File: src/rtl/decode_stage.sv
// Decode stage: decodes IF/ID, resolves operands via EX/MEM/WB forwarding, resolves branches, registers ID/EX.
// Latency: decode, forwarding, stall and branch outputs are combinational; ID/EX results appear 1 cycle later.
// Backpressure: a load-use hazard raises stall, holds fetch and injects a bubble into ID/EX.
module decode_stage #(
    parameter logic [31:0] RESET_PC = 32'hbfc00000
) (
    input  logic        clk,
    input  logic        resetn,
    input  logic [31:0] fe_pc,
    input  logic [31:0] fe_inst,
    output logic [4:0]  rf_raddr1,
    output logic [4:0]  rf_raddr2,
    input  logic [31:0] rf_rdata1,
    input  logic [31:0] rf_rdata2,
    input  logic        ex_wen,
    input  logic [4:0]  ex_waddr,
    input  logic [31:0] ex_wdata,
    input  logic        ex_is_load,
    input  logic        mem_wen,
    input  logic [4:0]  mem_waddr,
    input  logic [31:0] mem_wdata,
    input  logic        wb_wen,
    input  logic [4:0]  wb_waddr,
    input  logic [31:0] wb_wdata,
    output logic        stall,
    output logic        br_taken,
    output logic [31:0] br_target,
    output logic        de_valid,
    output logic [31:0] de_pc,
    output logic [3:0]  de_alu_op,
    output logic [31:0] de_src1,
    output logic [31:0] de_src2,
    output logic        de_rf_wen,
    output logic [4:0]  de_dest,
    output logic        de_mem_read,
    output logic        de_mem_wen,
    output logic [31:0] de_store_data
);

    // Primary opcodes
    localparam logic [5:0] OP_SPECIAL = 6'h00;
    localparam logic [5:0] OP_J       = 6'h02;
    localparam logic [5:0] OP_JAL     = 6'h03;
    localparam logic [5:0] OP_BEQ     = 6'h04;
    localparam logic [5:0] OP_BNE     = 6'h05;
    localparam logic [5:0] OP_ADDIU   = 6'h09;
    localparam logic [5:0] OP_LUI     = 6'h0f;
    localparam logic [5:0] OP_LW      = 6'h23;
    localparam logic [5:0] OP_SW      = 6'h2b;

    // SPECIAL function codes
    localparam logic [5:0] F_SLL  = 6'h00;
    localparam logic [5:0] F_SRL  = 6'h02;
    localparam logic [5:0] F_SRA  = 6'h03;
    localparam logic [5:0] F_JR   = 6'h08;
    localparam logic [5:0] F_ADDU = 6'h21;
    localparam logic [5:0] F_SUBU = 6'h23;
    localparam logic [5:0] F_AND  = 6'h24;
    localparam logic [5:0] F_OR   = 6'h25;
    localparam logic [5:0] F_XOR  = 6'h26;
    localparam logic [5:0] F_NOR  = 6'h27;
    localparam logic [5:0] F_SLT  = 6'h2a;
    localparam logic [5:0] F_SLTU = 6'h2b;

    // ALU operation codes seen by the execute stage
    localparam logic [3:0] ALU_ADD  = 4'd0;
    localparam logic [3:0] ALU_SUB  = 4'd1;
    localparam logic [3:0] ALU_AND  = 4'd2;
    localparam logic [3:0] ALU_OR   = 4'd3;
    localparam logic [3:0] ALU_XOR  = 4'd4;
    localparam logic [3:0] ALU_NOR  = 4'd5;
    localparam logic [3:0] ALU_SLT  = 4'd6;
    localparam logic [3:0] ALU_SLTU = 4'd7;
    localparam logic [3:0] ALU_SLL  = 4'd8;
    localparam logic [3:0] ALU_SRL  = 4'd9;
    localparam logic [3:0] ALU_SRA  = 4'd10;
    localparam logic [3:0] ALU_LUI  = 4'd11;

    typedef enum logic [1:0] {S1_ZERO, S1_RS, S1_SA, S1_PC} src1_sel_e;
    typedef enum logic [2:0] {S2_ZERO, S2_RT, S2_SIMM, S2_ZIMM, S2_EIGHT} src2_sel_e;

    // Instruction fields
    logic [5:0]  opcode;
    logic [5:0]  funct;
    logic [4:0]  rs;
    logic [4:0]  rt;
    logic [4:0]  rd;
    logic [4:0]  sa;
    logic [15:0] imm;
    logic [25:0] jindex;

    assign opcode = fe_inst[31:26];
    assign rs     = fe_inst[25:21];
    assign rt     = fe_inst[20:16];
    assign rd     = fe_inst[15:11];
    assign sa     = fe_inst[10:6];
    assign funct  = fe_inst[5:0];
    assign imm    = fe_inst[15:0];
    assign jindex = fe_inst[25:0];

    assign rf_raddr1 = rs;
    assign rf_raddr2 = rt;

    // Decoded control
    logic       r_alu;
    logic       r_shift;
    logic       use_rs;
    logic       use_rt;
    logic       has_dest;
    logic [4:0] dest_c;
    logic [3:0] alu_op_c;
    logic       mem_read_c;
    logic       mem_wen_c;
    logic       is_beq;
    logic       is_bne;
    logic       is_jump;
    logic       is_jr;
    src1_sel_e  src1_sel;
    src2_sel_e  src2_sel;

    // Instruction decode; unrecognised encodings fall through as a NOP via the defaults
    always_comb begin
        r_alu      = 1'b0;
        r_shift    = 1'b0;
        use_rs     = 1'b0;
        use_rt     = 1'b0;
        has_dest   = 1'b0;
        dest_c     = 5'd0;
        alu_op_c   = ALU_ADD;
        mem_read_c = 1'b0;
        mem_wen_c  = 1'b0;
        is_beq     = 1'b0;
        is_bne     = 1'b0;
        is_jump    = 1'b0;
        is_jr      = 1'b0;
        src1_sel   = S1_ZERO;
        src2_sel   = S2_ZERO;
        case (opcode)
            OP_SPECIAL: begin
                case (funct)
                    F_ADDU: begin r_alu   = 1'b1; alu_op_c = ALU_ADD;  end
                    F_SUBU: begin r_alu   = 1'b1; alu_op_c = ALU_SUB;  end
                    F_AND:  begin r_alu   = 1'b1; alu_op_c = ALU_AND;  end
                    F_OR:   begin r_alu   = 1'b1; alu_op_c = ALU_OR;   end
                    F_XOR:  begin r_alu   = 1'b1; alu_op_c = ALU_XOR;  end
                    F_NOR:  begin r_alu   = 1'b1; alu_op_c = ALU_NOR;  end
                    F_SLT:  begin r_alu   = 1'b1; alu_op_c = ALU_SLT;  end
                    F_SLTU: begin r_alu   = 1'b1; alu_op_c = ALU_SLTU; end
                    F_SLL:  begin r_shift = 1'b1; alu_op_c = ALU_SLL;  end
                    F_SRL:  begin r_shift = 1'b1; alu_op_c = ALU_SRL;  end
                    F_SRA:  begin r_shift = 1'b1; alu_op_c = ALU_SRA;  end
                    F_JR: begin
                        is_jr  = 1'b1;
                        use_rs = 1'b1;
                    end
                    default: ;
                endcase
                if (r_alu || r_shift) begin
                    use_rs   = r_alu;
                    use_rt   = 1'b1;
                    has_dest = 1'b1;
                    dest_c   = rd;
                    src1_sel = r_shift ? S1_SA : S1_RS;
                    src2_sel = S2_RT;
                end
            end
            OP_ADDIU: begin
                use_rs   = 1'b1;
                has_dest = 1'b1;
                dest_c   = rt;
                src1_sel = S1_RS;
                src2_sel = S2_SIMM;
            end
            OP_LUI: begin
                alu_op_c = ALU_LUI;
                has_dest = 1'b1;
                dest_c   = rt;
                src2_sel = S2_ZIMM;
            end
            OP_LW: begin
                use_rs     = 1'b1;
                has_dest   = 1'b1;
                dest_c     = rt;
                mem_read_c = 1'b1;
                src1_sel   = S1_RS;
                src2_sel   = S2_SIMM;
            end
            OP_SW: begin
                use_rs    = 1'b1;
                use_rt    = 1'b1;
                dest_c    = rt;
                mem_wen_c = 1'b1;
                src1_sel  = S1_RS;
                src2_sel  = S2_SIMM;
            end
            OP_BEQ: begin
                use_rs = 1'b1;
                use_rt = 1'b1;
                is_beq = 1'b1;
            end
            OP_BNE: begin
                use_rs = 1'b1;
                use_rt = 1'b1;
                is_bne = 1'b1;
            end
            OP_J: begin
                is_jump = 1'b1;
            end
            OP_JAL: begin
                is_jump  = 1'b1;
                has_dest = 1'b1;
                dest_c   = 5'd31;
                src1_sel = S1_PC;
                src2_sel = S2_EIGHT;
            end
            default: ;
        endcase
    end

    // Youngest producer wins; a load still in EX has no data yet so it is skipped here
    function automatic logic [31:0] forward(
        input logic [4:0]  r,
        input logic [31:0] rf_val,
        input logic        exw,
        input logic        exl,
        input logic [4:0]  exa,
        input logic [31:0] exd,
        input logic        mw,
        input logic [4:0]  ma,
        input logic [31:0] md,
        input logic        ww,
        input logic [4:0]  wa,
        input logic [31:0] wd
    );
        logic [31:0] v;
        if (r == 5'd0)                    v = 32'd0;
        else if (exw && !exl && exa == r) v = exd;
        else if (mw && ma == r)           v = md;
        else if (ww && wa == r)           v = wd;
        else                              v = rf_val;
        return v;
    endfunction

    logic [31:0] fwd_rs;
    logic [31:0] fwd_rt;

    assign fwd_rs = forward(rs, rf_rdata1, ex_wen, ex_is_load, ex_waddr, ex_wdata,
                            mem_wen, mem_waddr, mem_wdata, wb_wen, wb_waddr, wb_wdata);
    assign fwd_rt = forward(rt, rf_rdata2, ex_wen, ex_is_load, ex_waddr, ex_wdata,
                            mem_wen, mem_waddr, mem_wdata, wb_wen, wb_waddr, wb_wdata);

    // Load-use hazard: only sources the instruction really reads can stall it
    logic hit_rs;
    logic hit_rt;

    assign hit_rs = use_rs && (ex_waddr == rs);
    assign hit_rt = use_rt && (ex_waddr == rt);
    assign stall  = ex_wen && ex_is_load && (ex_waddr != 5'd0) && (hit_rs || hit_rt);

    // Branch and jump resolution; a stalled instruction must not redirect yet
    logic [31:0] pc_plus4;
    logic        br_cond;

    assign pc_plus4 = fe_pc + 32'd4;

    // Redirect decision and target selection
    always_comb begin
        br_cond   = 1'b0;
        br_target = pc_plus4;
        if (is_beq || is_bne) begin
            br_cond   = is_beq ? (fwd_rs == fwd_rt) : (fwd_rs != fwd_rt);
            br_target = pc_plus4 + {{14{imm[15]}}, imm, 2'b00};
        end else if (is_jump) begin
            br_cond   = 1'b1;
            br_target = {pc_plus4[31:28], jindex, 2'b00};
        end else if (is_jr) begin
            br_cond   = 1'b1;
            br_target = fwd_rs;
        end
    end

    assign br_taken = br_cond && !stall;

    // ALU operand selection
    logic [31:0] src1_c;
    logic [31:0] src2_c;

    // Operand muxes driven by the decoded source selects
    always_comb begin
        src1_c = 32'd0;
        src2_c = 32'd0;
        case (src1_sel)
            S1_RS:   src1_c = fwd_rs;
            S1_SA:   src1_c = {27'd0, sa};
            S1_PC:   src1_c = fe_pc;
            default: src1_c = 32'd0;
        endcase
        case (src2_sel)
            S2_RT:    src2_c = fwd_rt;
            S2_SIMM:  src2_c = {{16{imm[15]}}, imm};
            S2_ZIMM:  src2_c = {16'd0, imm};
            S2_EIGHT: src2_c = 32'd8;
            default:  src2_c = 32'd0;
        endcase
    end

    // ID/EX pipeline register
    logic        de_valid_q,      de_valid_d;
    logic [31:0] de_pc_q,         de_pc_d;
    logic [3:0]  de_alu_op_q,     de_alu_op_d;
    logic [31:0] de_src1_q,       de_src1_d;
    logic [31:0] de_src2_q,       de_src2_d;
    logic        de_rf_wen_q,     de_rf_wen_d;
    logic [4:0]  de_dest_q,       de_dest_d;
    logic        de_mem_read_q,   de_mem_read_d;
    logic        de_mem_wen_q,    de_mem_wen_d;
    logic [31:0] de_store_data_q, de_store_data_d;

    // Next ID/EX contents: the decoded instruction, or an all-zero bubble while stalled
    always_comb begin
        de_valid_d      = 1'b0;
        de_pc_d         = fe_pc;
        de_alu_op_d     = 4'd0;
        de_src1_d       = 32'd0;
        de_src2_d       = 32'd0;
        de_rf_wen_d     = 1'b0;
        de_dest_d       = 5'd0;
        de_mem_read_d   = 1'b0;
        de_mem_wen_d    = 1'b0;
        de_store_data_d = 32'd0;
        if (!stall) begin
            de_valid_d      = 1'b1;
            de_alu_op_d     = alu_op_c;
            de_src1_d       = src1_c;
            de_src2_d       = src2_c;
            de_rf_wen_d     = has_dest && (dest_c != 5'd0);
            de_dest_d       = dest_c;
            de_mem_read_d   = mem_read_c;
            de_mem_wen_d    = mem_wen_c;
            de_store_data_d = fwd_rt;
        end
    end

    // ID/EX state with synchronous active-low reset
    always_ff @(posedge clk) begin
        if (!resetn) begin
            de_valid_q      <= 1'b0;
            de_pc_q         <= RESET_PC;
            de_alu_op_q     <= 4'd0;
            de_src1_q       <= 32'd0;
            de_src2_q       <= 32'd0;
            de_rf_wen_q     <= 1'b0;
            de_dest_q       <= 5'd0;
            de_mem_read_q   <= 1'b0;
            de_mem_wen_q    <= 1'b0;
            de_store_data_q <= 32'd0;
        end else begin
            de_valid_q      <= de_valid_d;
            de_pc_q         <= de_pc_d;
            de_alu_op_q     <= de_alu_op_d;
            de_src1_q       <= de_src1_d;
            de_src2_q       <= de_src2_d;
            de_rf_wen_q     <= de_rf_wen_d;
            de_dest_q       <= de_dest_d;
            de_mem_read_q   <= de_mem_read_d;
            de_mem_wen_q    <= de_mem_wen_d;
            de_store_data_q <= de_store_data_d;
        end
    end

    assign de_valid      = de_valid_q;
    assign de_pc         = de_pc_q;
    assign de_alu_op     = de_alu_op_q;
    assign de_src1       = de_src1_q;
    assign de_src2       = de_src2_q;
    assign de_rf_wen     = de_rf_wen_q;
    assign de_dest       = de_dest_q;
    assign de_mem_read   = de_mem_read_q;
    assign de_mem_wen    = de_mem_wen_q;
    assign de_store_data = de_store_data_q;

endmodule

File: config.mk
export PLATFORM = sky130hd
export DESIGN_NAME = decode_stage
export DESIGN_NICKNAME = d
export VERILOG_FILES = /design/src/rtl/decode_stage.sv
export SDC_FILE = /design/constraint.sdc
export NUM_CORES = 1
export LEC_CHECK = 0
export ABC_CLOCK_PERIOD_IN_PS = 9500
export CAP_MARGIN = 30
export CORE_AREA = 3 3 166 168
export CTS_CLUSTER_DIAMETER = 150
export CTS_CLUSTER_SIZE = 12
export DETAILED_ROUTE_END_ITERATION = 10
export DIE_AREA = 0 0 169 171
export PLACE_DENSITY = 0.74
export SKIP_CTS_REPAIR_TIMING = 1
export SLEW_MARGIN = 40
export SYNTH_ARGS = -nofsm -noshare
export SYNTH_HDL_FRONTEND = slang
export SYNTH_SLANG_ARGS = --single-unit
File: constraint.sdc
create_clock -name clk -period 9.5 [get_ports clk]
set_input_delay 2.85 -clock clk [delete_from_list [all_inputs] [get_ports clk]]
set_output_delay 2.85 -clock clk [all_outputs]
set_load 0.02 [all_outputs]
[After elaboration in Yosys (flattened, before gate mapping)]
Cells that the tools add are included.
Operators by class
  add/subtract/negate cells: 2
  reduce and logical (&&, ||, !) cells: 34
  eq/ne operators: 34
  bitwise operators: 1
  muxes and demuxes: 43
Operators with widths (number)
  $mux W32: 11
  $pmux W32 S4: 1
  $pmux W32 S3: 1
  $eq A6 B6 Y1 const B: 10
  $pmux W4 S10: 1
  $add A32 B3 Y32 const B: 1
  $add A32 B32 Y32: 1
  $eq A32 B32 Y1: 1
  $ne A32 B32 Y1: 1
  $eq A5 B5 Y1: 6
  $eq A6 B2 Y1 const B: 4
  $mux W1: 19
  $eq A6 B4 Y1 const B: 3
  $pmux W5 S3: 1
  $logic_and A1 B1 Y1: 14
  $eq A6 B3 Y1 const B: 2
  $logic_not A6 Y1: 2
  $pmux W3 S4: 1
  $logic_not A5 Y1: 2
  $reduce_bool A5 Y1: 2
  $reduce_or A3 Y1: 3
  $pmux W4 S2: 1
  $reduce_or A4 Y1: 2
  $reduce_or A8 Y1: 1
  other kinds (14): 23
Word-level totals
  output and inout bits: 185
  word-level logic and storage cells: 124
  bits in registers: 141
  input bits: 245

[Depth between registers and ports, before layout]
  depth after elaboration: 12
  mapped depth: 18
  mapped depth without buffers: 18

[Least setup slack after synthesis]
No wires, ideal clock.
  kind: in2out
  start: in fe_pc[2]
  end: out br_target[28]
  arrival time: 6.254 ns
  slack: 0.396 ns
  cell stages on the path: 16
  path buffers: 0
  cell sequence: ha_1 nand3_1 or2_2 nor2_1 nand3_1 xnor2_1 ha_1 and2_1 and3_1 nand3_1 and2_1 a41oi_1 o211ai_1 a21boi_0 mux2_2 o21ai_0
Between the ends
  word-level cells in the longest chain between the ends: 4
  elaborated cells between the ends (all ways): 5
  those cells by class: 2 x add/sub; 3 x mux
Ends and longest elaborated chain
  from (decl): line 9  | input logic [31:0] fe_pc,
  $add A32 B3 Y32 *: line 264  | assign pc_plus4 = fe_pc + 32'd4;
  parallel branches: the longest is 2 deep, another holds $add A32 B32 Y32
  $mux W32 *: line 270  | if (is_beq || is_bne) begin
  to (decl): line 27  | output logic [31:0] br_target,
Mark *: on every way between the ends.

[Final worst setup path]
  start: in fe_inst[18]
  end: out br_taken
Between the ends
  word-level cells in the longest chain between the ends: 10
  elaborated cells between the ends (all ways): 20
  those cells by class: 5 x eq/ne; 6 x mux; 9 x reduce/logical
Ends and longest elaborated chain
  from (decl): line 10  | input logic [31:0] fe_inst,
  $eq A5 B5 Y1: line 239  | else if (ww && wa == r) v = wd;
  $logic_and A1 B1 Y1: line 239
  $mux W32: line 239
  $mux W32: line 238  | else if (mw && ma == r) v = md;
  $mux W32: line 237  | else if (exw && !exl && exa == r) v = exd;
  $mux W32: line 236  | if (r == 5'd0) v = 32'd0;
  $ne A32 B32 Y1 or $eq A32 B32 Y1 (tied branches): line 271  | br_cond = is_beq ? (fwd_rs == fwd_rt) : (fwd_rs != fwd_rt);
  $mux W1: line 271
  $mux W1: line 270
  $logic_and A1 B1 Y1 *: line 282  | assign br_taken = br_cond && !stall;
  to (decl): line 26  | output logic br_taken,
Every way passes the cells marked *; elsewhere a longest branch is shown, timed or not.

==> metrics.csv <==
metric,value,unit
cts-root-buf,clkbuf_16,
final_cell_count_no_fill,2326,
switching_share,34.1,%
min_period,9.50,ns
hold_class,in2reg,
grt.overflow.total,0,
power_frac_comb,35.1,%
synthCells,1321,
clock.fmax,0.105,GHz
syn_area,10200,µm²
max-slew-margin-rel,42.2,%
first_global_vias,13000,
fillCellCount,2095,
required,6.65,ns
slew_viol_final,0,
hold_slack,2.81,ns
clock_sinks,141,
wl_met3,5460,µm
status,"finished, violations left",
hpwl,42500,µm
ios,430,
cts_tree,built,
synth.top_cell.area_share,27.7,%
grt_util_all_layers,35.2,%
htree_num_levels,4,
ir_drop,0.000107,V
syn_nets,1597,
wirelength,54900,µm
start_util,39.1,%
viasPerCell,5.90,
hold_depth,3,
antenna_found_initial,16,
synth_area_leader_cell,dfxtp_1,
synth-simple-area-share,23.5,%
routedLengthMet1,21100,µm
rsz0062_at_grt,true,
io_buffers,429,
placed_cells,2263,
p_sw,0.000704,W
rows,59,
ant_nets,0,
tightest_slew,0.868,ns
synth_top_family_by_area,compound AO/OA/AOI/OAI gates,
synthTopCellsByArea,"dfxtp_1 (28%), xnor2_1 (6.2%), o21ai_0 (5.9%)",
cp_max_fo,13,
wl_per_cell,23.6,µm
fin_ws,-0.000294,ns
drcViolationCount,0,
finalCritPeriodShare,100,%
die_w,169,µm
numCtsBuffers,17,
fin_nets,2241,
path_class,in2out,
dieArea,28900,µm²
final_util,68.6,%
clkPwrFrac,35.1,%
final-hold-violation-count,0,
async_flop_share,0,%
end_kind,output port,
failed_checks,negative setup slack,
synthFlopType,dfxtp_1,
top_layer_used,met5,
synth_adder_area_share,3.88,%
vias,13700,
syn_avg_cell_area,7.71,µm²
synth-compound-area-share,28.7,%
muxShareOfSynthArea,0.614,%
cap_violations,0,
gp_congestion,1.02,
cts_buffer_depth,2,
synth_xor_area_share,9.89,%
synth_edf_count,0,
setup_viol,1,
synth-seq-cells,141,
cp.arrival,6.65,ns
core_area,26100,µm²
p_per_area,116,nW/µm²
intPower,0.00136,W
setup.worst_path.start_class,input port,
layout-drive-gt1-share,22.8,%
seq_area_frac_synth,27.7,%
power_frac_seq,29.9,%
die_y,171,µm
firstDrtPassIters,8,
wl_met2,25800,µm
ys_warn_count,0,
grt_start_max_net_pins,70,
yosysUniqueCellTypes,75,
grt_first_pass_wirelength,78100,µm
drt_iter0_markers,1489,
clkSlewWorstSetupHoldPaths,0.07,ns
p_leak,7.47,nW
areaGrowthSynthToFinish,75.4,%
## cell usage after synthesis, types with 17 or more instances
master / n
nand4_1: 17
nand2_1: 95
and3_1: 81
nand3_1: 29
and2_1: 29
xnor2_1: 72
a22oi_1: 48
clkbuf_1: 69
a21oi_1: 71
ha_1: 30
a221oi_1: 23
a211oi_1: 63
xor2_1: 43
nand2b_1: 33
dfxtp_1: 141
o21ai_0: 121
buf_2: 20
nor2_1: 130
## area by class of cell
| type | count | area [µm²] | share of cell area [%] |
|---|---|---|---|
| inverter | 16 | 60.1 | 0.336 |
| multi-input combinational | 1055 | 7190 | 40.2 |
| timing repair buffer | 734 | 6730 | 37.6 |
| sequential | 141 | 2820 | 15.8 |
| clock buffer | 17 | 425 | 2.38 |
| antenna | 13 | 32.5 | 0.182 |
| clock inverter | 15 | 189 | 1.06 |
| tap | 335 | 419 | 2.35 |
## sequential cells by signal, summed over array words and instances (netlist names), 4 cells and up
register       cells
de_alu_op          4
de_store_data     32
de_src2           32
de_src1           32
de_pc             32
de_dest            5
## critical path: stages
cell,delay (ns)
clkdlybuf4s50_1,0.46
buf_4,0.17
xor2_1,0.28
nor2b_2,0.12
buf_4,0.19
and3_1,0.19
a211oi_1,0.44
a2bb2oi_4,0.20
xor2_1,0.16
nand4_1,0.13
or4_4,0.58
or4_1,0.49
o211ai_1,0.17
buf_4,0.21
## cells by family (layout without fill, tap and decap cells)
logic type               after synthesis  after routing
other                                  0             13
XOR/XNOR                             115            115
AO/OA/AOI/OAI                        432            433
flip-flops                           141            141
adder cells (fa/ha/maj)               31             31
multiplexers                           6              6
buffers and inverters                126            782
AND/OR/NAND/NOR                      470            470
## per-layer routing
layer	global-route usage, %	vias up
met3	7.81	184
met1	44.1	6502
li1	-	6125
met4	16.7	6
met5	0	-
met2	57.7	897
## cells in the final DEF, fill, tap and decap left out, drive strengths merged, types with 19 or more instances in the layout
master | Yosys | layout
nor2 | 132 | 132
clkdlybuf4s50 | 0 | 404
ha | 30 | 30
xor2 | 43 | 43
buf | 39 | 310
a221oi | 23 | 23
and2 | 29 | 29
a211oi | 63 | 63
a22oi | 48 | 48
a2bb2oi | 19 | 19
nand3 | 29 | 29
a21oi | 71 | 71
and3 | 81 | 81
nand2 | 95 | 95
o21ai | 128 | 128
dfxtp | 141 | 141
xnor2 | 72 | 72
nand2b | 33 | 33
clkbuf | 71 | 22
inv | 16 | 26
## power groups by stage
| stage | Sequential (W) | Combinational [W] | Clock [W] |
|---|---|---|---|
| 6_report | 0.000617 | 0.000725 | 0.000725 |
| 5_1_grt | 0.000618 | 0.000762 | 0.000753 |
| 4_1_cts | 0.000617 | 0.000683 | 0.000727 |
| 3_5_place_dp | 0.000631 | 0.000677 | 0 |
| 3_3_place_gp | 0.000630 | 0.000674 | 0 |
| 2_1_floorplan | 0.000656 | 0.000265 | 0 |
## stage by stage
stage / cell area (µm²) / worst slack, ns / power [W] / TNS, ns
after floorplan: 10200 / 0.396 / 0.000920 / 0
after global placement: 16700 / -0.727 / 0.00130 / -5.17
after detailed placement: 16700 / -0.757 / 0.00131 / -6.28
after CTS: 17300 / -0.788 / 0.00203 / -6.90
after global routing: 17900 / -0.110 / 0.00213 / -0.406
final: 17900 / -0.000294 / 0.00207 / -0.000294
## worst paths after layout
check	startpoint	to
worst min-delay path	fe_pc[9]	de_pc[9]
worst max-delay path	fe_inst[18]	br_taken
No activity file was read; power rests on OpenSTA's default activity.
